[config.mk]
export PLATFORM = sky130hd
export DESIGN_NAME = johnson_seq_ctrl
export DESIGN_NICKNAME = d
export VERILOG_FILES = /design/src/rtl/jseq_pkg.sv /design/src/rtl/johnson_core.sv /design/src/rtl/johnson_seq_ctrl.sv
export SDC_FILE = /design/constraint.sdc
export NUM_CORES = 1
export LEC_CHECK = 0
export CAP_MARGIN = 0
export CORE_ASPECT_RATIO = 0.75
export CORE_UTILIZATION = 50
export DETAILED_ROUTE_END_ITERATION = 10
export PLACE_DENSITY = 0.75
export SLEW_MARGIN = 5
export SYNTH_ARGS = -nofsm -noshare
export SYNTH_HDL_FRONTEND = slang
export SYNTH_SLANG_ARGS = --single-unit
[constraint.sdc]
create_clock -name clk -period 1.69 [get_ports clk]
set_input_delay 0.338 -clock clk [delete_from_list [all_inputs] [get_ports clk]]
set_output_delay 0.338 -clock clk [all_outputs]
set_load 0.005 [all_outputs]
[src/rtl/jseq_pkg.sv]
// jseq_pkg: shared definitions for the Johnson sequencer.
//   - FSM state encodings (ST_IDLE / ST_RUN)
//   - step direction constants (DIR_FWD / DIR_REV)
//   - jseq_phase(): maps a ring code to its forward-sequence index, or -1
//     when the code is not a legal Johnson pattern for the given width.
package jseq_pkg;

    localparam logic [0:0] ST_IDLE = 1'b0;
    localparam logic [0:0] ST_RUN  = 1'b1;

    localparam logic DIR_FWD = 1'b0;
    localparam logic DIR_REV = 1'b1;

    // Index k in [0, width] is k ones filling from the LSB. Index k in
    // (width, 2*width) is ones in the top 2*width-k bits. The loop bound is
    // fixed so the function folds to a constant comparator tree when
    // width is a parameter.
    function automatic int jseq_phase(input logic [31:0] code, input int width);
        logic [31:0] mask;
        logic [31:0] pat;
        int          result;
        result = -1;
        mask   = (32'd1 << width) - 32'd1;
        for (int k = 0; k < 64; k++) begin
            if (k < 2 * width) begin
                if (k <= width) begin
                    pat = (32'd1 << k) - 32'd1;
                end else begin
                    pat = mask & ~((32'd1 << (k - width)) - 32'd1);
                end
                if (((code & mask) == pat) && (result < 0)) begin
                    result = k;
                end
            end
        end
        return result;
    endfunction

endpackage

[src/rtl/johnson_core.sv]
// johnson_core: Johnson ring register with a binary phase tracker.
// Ports:
//   clk      in   system clock, rising edge
//   clr_n    in   asynchronous active-low reset
//   en       in   advance the ring by one step this edge
//   dir      in   DIR_FWD shifts left, DIR_REV shifts right
//   sync_clr in   synchronous clear of ring and phase (wins over en)
//   q        out  ring state
//   phase    out  index of q in the forward sequence
module johnson_core
    import jseq_pkg::*;
#(
    parameter int WIDTH = 4,
    parameter int PH_W  = $clog2(2 * WIDTH)
) (
    input  logic             clk,
    input  logic             clr_n,
    input  logic             en,
    input  logic             dir,
    input  logic             sync_clr,
    output logic [WIDTH-1:0] q,
    output logic [PH_W-1:0]  phase
);

    localparam logic [PH_W-1:0] PH_LAST = PH_W'(2 * WIDTH - 1);

    always_ff @(posedge clk or negedge clr_n) begin
        if (!clr_n) begin
            q     <= '0;
            phase <= '0;
        end else if (sync_clr) begin
            q     <= '0;
            phase <= '0;
        end else if (en) begin
            if (dir == DIR_FWD) begin
                q     <= {q[WIDTH-2:0], ~q[WIDTH-1]};
                phase <= (phase == PH_LAST) ? '0 : phase + 1'b1;
            end else begin
                q     <= {~q[0], q[WIDTH-1:1]};
                phase <= (phase == '0) ? PH_LAST : phase - 1'b1;
            end
        end
    end

endmodule

[src/rtl/johnson_seq_ctrl.sv]
// johnson_seq_ctrl: runs a Johnson ring for a programmed number of steps.
// Optional feature macro: JSEQ_SELFCHECK_EN (illegal ring code checker;
// when undefined, err is tied low and no checker is built).
// Ports:
//   clk    in   system clock, rising edge
//   clr_n  in   asynchronous active-low reset
//   start  in   run request, sampled only in IDLE
//   stop   in   abort current run (beats hold)
//   hold   in   freeze stepping while in RUN
//   dir    in   step direction, latched on accepted start
//   steps  in   step count, latched on accepted start
//   q      out  ring state
//   phase  out  forward-sequence index of q
//   busy   out  high while in RUN
//   done   out  one-cycle pulse on normal completion
//   err    out  sticky illegal-code flag
//
// state   | meaning
// --------+----------------------------------------------
// ST_IDLE | waiting for start; steps=0 start pulses done
// ST_RUN  | stepping once per un-held edge until remaining hits 0
module johnson_seq_ctrl
    import jseq_pkg::*;
#(
    parameter int WIDTH = 4,
    parameter int CNT_W = 8,
    parameter int PH_W  = $clog2(2 * WIDTH)  // derived, leave at default
) (
    input  logic             clk,
    input  logic             clr_n,
    input  logic             start,
    input  logic             stop,
    input  logic             hold,
    input  logic             dir,
    input  logic [CNT_W-1:0] steps,
    output logic [WIDTH-1:0] q,
    output logic [PH_W-1:0]  phase,
    output logic             busy,
    output logic             done,
    output logic             err
);

    logic [0:0]       state;
    logic [CNT_W-1:0] remaining;
    logic             dir_q;
    logic             step_en;
    logic             illegal;

`ifdef JSEQ_SELFCHECK_EN
    logic err_q;

    assign illegal = (jseq_phase(32'(q), WIDTH) < 0);

    always_ff @(posedge clk or negedge clr_n) begin
        if (!clr_n) begin
            err_q <= 1'b0;
        end else if (illegal) begin
            err_q <= 1'b1;
        end
    end

    assign err = err_q;
`else
    assign illegal = 1'b0;
    assign err     = 1'b0;
`endif

    assign busy    = (state == ST_RUN);
    assign step_en = (state == ST_RUN) && !stop && !hold && !illegal;

    johnson_core #(
        .WIDTH (WIDTH),
        .PH_W  (PH_W)
    ) u_core (
        .clk      (clk),
        .clr_n    (clr_n),
        .en       (step_en),
        .dir      (dir_q),
        .sync_clr (illegal),
        .q        (q),
        .phase    (phase)
    );

    always_ff @(posedge clk or negedge clr_n) begin
        if (!clr_n) begin
            state     <= ST_IDLE;
            remaining <= '0;
            dir_q     <= DIR_FWD;
            done      <= 1'b0;
        end else begin
            done <= 1'b0;
            if (state == ST_IDLE) begin
                // A start is not taken while the ring is being scrubbed.
                if (start && !stop && !illegal) begin
                    if (steps != '0) begin
                        state     <= ST_RUN;
                        remaining <= steps;
                        dir_q     <= dir;
                    end else begin
                        done <= 1'b1;
                    end
                end
            end else begin
                if (illegal || stop) begin
                    state <= ST_IDLE;
                end else if (!hold) begin
                    remaining <= remaining - 1'b1;
                    if (remaining == CNT_W'(1)) begin
                        state <= ST_IDLE;
                        done  <= 1'b1;
                    end
                end
            end
        end
    end

endmodule

==> flow_metrics.env, run 1 <==
export IMPL_netlist_area_leader_share=0.400
export IMPL_ys_seq_area_frac=0.400
export IMPL_synth_area_top_cells="dfrtp_1 (40%), ha_1 (6.7%), mux2i_1 (4.4%), nand2_1 (4.3%), o21ai_0 (4.0%)"
export IMPL_async_reset_ff_frac=1.00
export IMPL_initial_utilization=0.545
export IMPL_placed_area_sq_um=1440
export IMPL_status="finished with violations"
export IMPL_synth_edf_count=0
export IMPL_nNetsFinal=180
export IMPL_fin_area_sq_um=1580
export IMPL_wl_per_cell_microns=16.4
export IMPL_p_total_w=0.00183
export IMPL_hold_path_class="in2async"
export IMPL_clk_pin_slew_ns=0.11
export IMPL_portBuffers=22
export IMPL_synth_seq_cells=18
export IMPL_path_cells="clkdlybuf4s50_1 -> nor4_4 -> a21o_4 -> nand2_2 -> o221a_2"
export IMPL_design_core_area_sq_um=2070
export IMPL_synthDistinctLibCells=40
export IMPL_slew_viol_final=0
export IMPL_overflow=0
export IMPL_drtPass1Iterations=7
export IMPL_cp_top_family="compound AO/OA/AOI/OAI gates"
export IMPL_maxCapViolations=0
export IMPL_gp_congestion=0.850
export IMPL_syn_to_final_growth_pct=40.3
export IMPL_path_class="in2reg"
export IMPL_numCtsBuffers=3
export IMPL_grt_pass1_vias=1018
export IMPL_cts_root_buf="clkbuf_4"
export IMPL_cts_htree_levels=1
export IMPL_via_per_inst=5.85
export IMPL_cp_start_kind="input pin"
export IMPL_ys_warn_count=0
export IMPL_clkPwrFrac=0.120
export IMPL_cts_tree="built"
export IMPL_grt_first_pass_wirelength_microns=4750
export IMPL_cp_num_buf_inv=1
export IMPL_nFillCells=140
export IMPL_die_area_sq_um=2450
export IMPL_grt_max_degree=19
export IMPL_fin_crit_sh=0.984
export IMPL_swShare=0.371
export IMPL_critical_path_max_stage_delay_ns=0.48
export IMPL_multiInputGateArea_sq_um=649
export IMPL_drcViolationCount=6
export IMPL_power_density_nw_per_um2=1160
export IMPL_irDropWorstVdd_uv=888
export IMPL_cts_sinks=18
export IMPL_clock_fmax_ghz=0.601
export IMPL_clockBufferDepth=2
export IMPL_fin_hold_ws_ns=0.360
export IMPL_routed_via_count=1064
export IMPL_synth_cells=119
export IMPL_finalCriticalPeriod_ns=1.66
export IMPL_setup_violations=0
export IMPL_dr_first_iter_drc_count=43
export IMPL_grt_use_total=0.265
export IMPL_endpoint_kind="register"
export IMPL_p_leak_nw=0.695
export IMPL_arrival_ns=1.85
export IMPL_failed_checks="design-rule violations"
export IMPL_synth_nets=139
export IMPL_final_cell_mix="clkdlybuf4s50_1 (22), buf_4 (19), dfrtp_1 (18)"
export IMPL_power_frac_comb=0.463
export IMPL_cp_depth=5
export IMPL_top_level_ports=24
export IMPL_synth_ff_type="dfrtp_1"
export IMPL_fin_ws_ns=0.0266
export IMPL_cp_max_fo=10
export IMPL_regArea_sq_um=450
export IMPL_syn_area_sq_um=1130
export IMPL_syn_avg_cell_area_sq_um=9.47
export IMPL_slowest_stage="clkdlybuf4s50_1"
export IMPL_clock_latency_ns=0.30
export IMPL_hold_buffers=0
export IMPL_required_ns=1.88
export IMPL_die_w_microns=56.8
export IMPL_grt_antenna_before_repair=0
export IMPL_power_frac_seq=0.417
export IMPL_ant_nets=0
export IMPL_reg2reg_depth=4
export IMPL_synth_top_cell_by_area="dfrtp_1"
export IMPL_rows=14
export IMPL_power_internal_w=0.00115
export IMPL_dp_hpwl_microns=2030
export IMPL_power_switching_w=0.000679
export IMPL_diodes=0
export IMPL_final_common_cell="clkdlybuf4s50_1"
export IMPL_post_place_ws_ns=-0.593
export IMPL_hold_violations=0
export IMPL_drive_above_1_share=0.234
export IMPL_drt_total_wl_microns=2980
export IMPL_clock_skew_ns=0.0120
export IMPL_die_h_microns=43.1
cell usage after synthesis (2+ instances only):
cell and n:
dfrtp_1 18, nand2_1 13, inv_1 5, o22a_1 3, o22ai_1 3, ha_1 6, mux2i_1 5, a21oi_1 6
and3_1 2, nor4_1 2, or3b_1 2, nand3_1 2, o21ai_0 9, buf_2 3, o21ai_1 2, nand2b_1 2
a31oi_1 4, nor2b_1 2, nor2_1 6, a22oi_2 3, nor3_1 2
layer usage:
metal / vias up / routed length [microns] / global-route usage
li1: 510 / - / -
met1: 493 / 1400 / 0.369
met2: 55 / 1270 / 0.400
met3: 6 / 257 / 0.0854
met4: 0 / 55 / 0.0683
met5: - / 0 / 0
cell type report:
class                   instances  share of cell area
multi-input cells              89               0.411
well taps                      24              0.0190
flip-flops and latches         18               0.285
inverters                       5              0.0119
clock buffers                   3              0.0142
repair buffers                 43               0.259
registers in the layout, indices dropped and copies added (netlist names):
signal / cells
dir_q: 1
remaining: 8
done: 1
u_core.phase: 3
busy: 1
u_core.q: 4
stage by stage:
step,TNS (ns),instances,util
6_report,0,182,0.765
5_1_grt,-0.0260,182,0.765
4_1_cts,0,179,0.745
3_5_place_dp,-5.90,172,0.697
3_3_place_gp,-5.58,172,0.697
2_1_floorplan,0,119,-
cells by family after synthesis:
kind of cell | after synthesis | share of synthesized area
AND/OR/NAND/NOR | 40 | 0.191
AO/OA/AOI/OAI | 35 | 0.221
flip-flops | 18 | 0.400
buffers and inverters | 12 | 0.0533
adder cells (fa/ha/maj) | 6 | 0.0666
multiplexers | 6 | 0.0577
other | 1 | 0.00333
XOR/XNOR | 1 | 0.00777
timing repair:
action                                  in CTS  in global routing
setup buffers                                3                  3
endpoints found under the setup margin      11                  9
resized for setup                            5                  4
cloned                                       1                  0
power groups by stage:
stage	sequential (W)	clock, W	combinational [W]
after global routing	0.000785	0.000241	0.000936
after floorplan	0.000733	0	0.000436
after detailed placement	0.000758	0	0.000769
final	0.000762	0.000220	0.000847
after global placement	0.000751	0	0.000736
after CTS	0.000754	0.000229	0.000812
worst register-to-register path: stages (launching register included):
cell,delay [ns]
dfrtp_1,0.43
or3b_1,0.43
a21o_4,0.26
and2_2,0.22
o22a_1,0.21
path summary, 6_finish.rpt:
kind	end	start	slack [ns]
max in group asynchronous	u_core.phase[0]$_DFFE_PN0P_	clr_n	1.12
min reg2reg	remaining[6]$_DFFE_PN0P_	remaining[6]$_DFFE_PN0P_	0.54
min in group clk	remaining[6]$_DFFE_PN0P_	remaining[6]$_DFFE_PN0P_	0.54
max	remaining[7]$_DFFE_PN0P_	steps[6]	0.03
min	remaining[1]$_DFFE_PN0P_	clr_n	0.36
max reg2reg	remaining[4]$_DFFE_PN0P_	busy$_DFF_PN0_	0.05
Power figures use the tool's default switching activity.
==> run 2: changes to the inputs <==
--- a/config.mk
+++ b/config.mk
@@ -5,7 +5,6 @@
 export SDC_FILE = /design/constraint.sdc
 export NUM_CORES = 1
 export LEC_CHECK = 0
-export CAP_MARGIN = 0
 export CORE_ASPECT_RATIO = 0.75
 export CORE_UTILIZATION = 50
 export DETAILED_ROUTE_END_ITERATION = 10
==> results of run 2 <==
No change in the layout: final DEF, timing and power equal those of run 1.
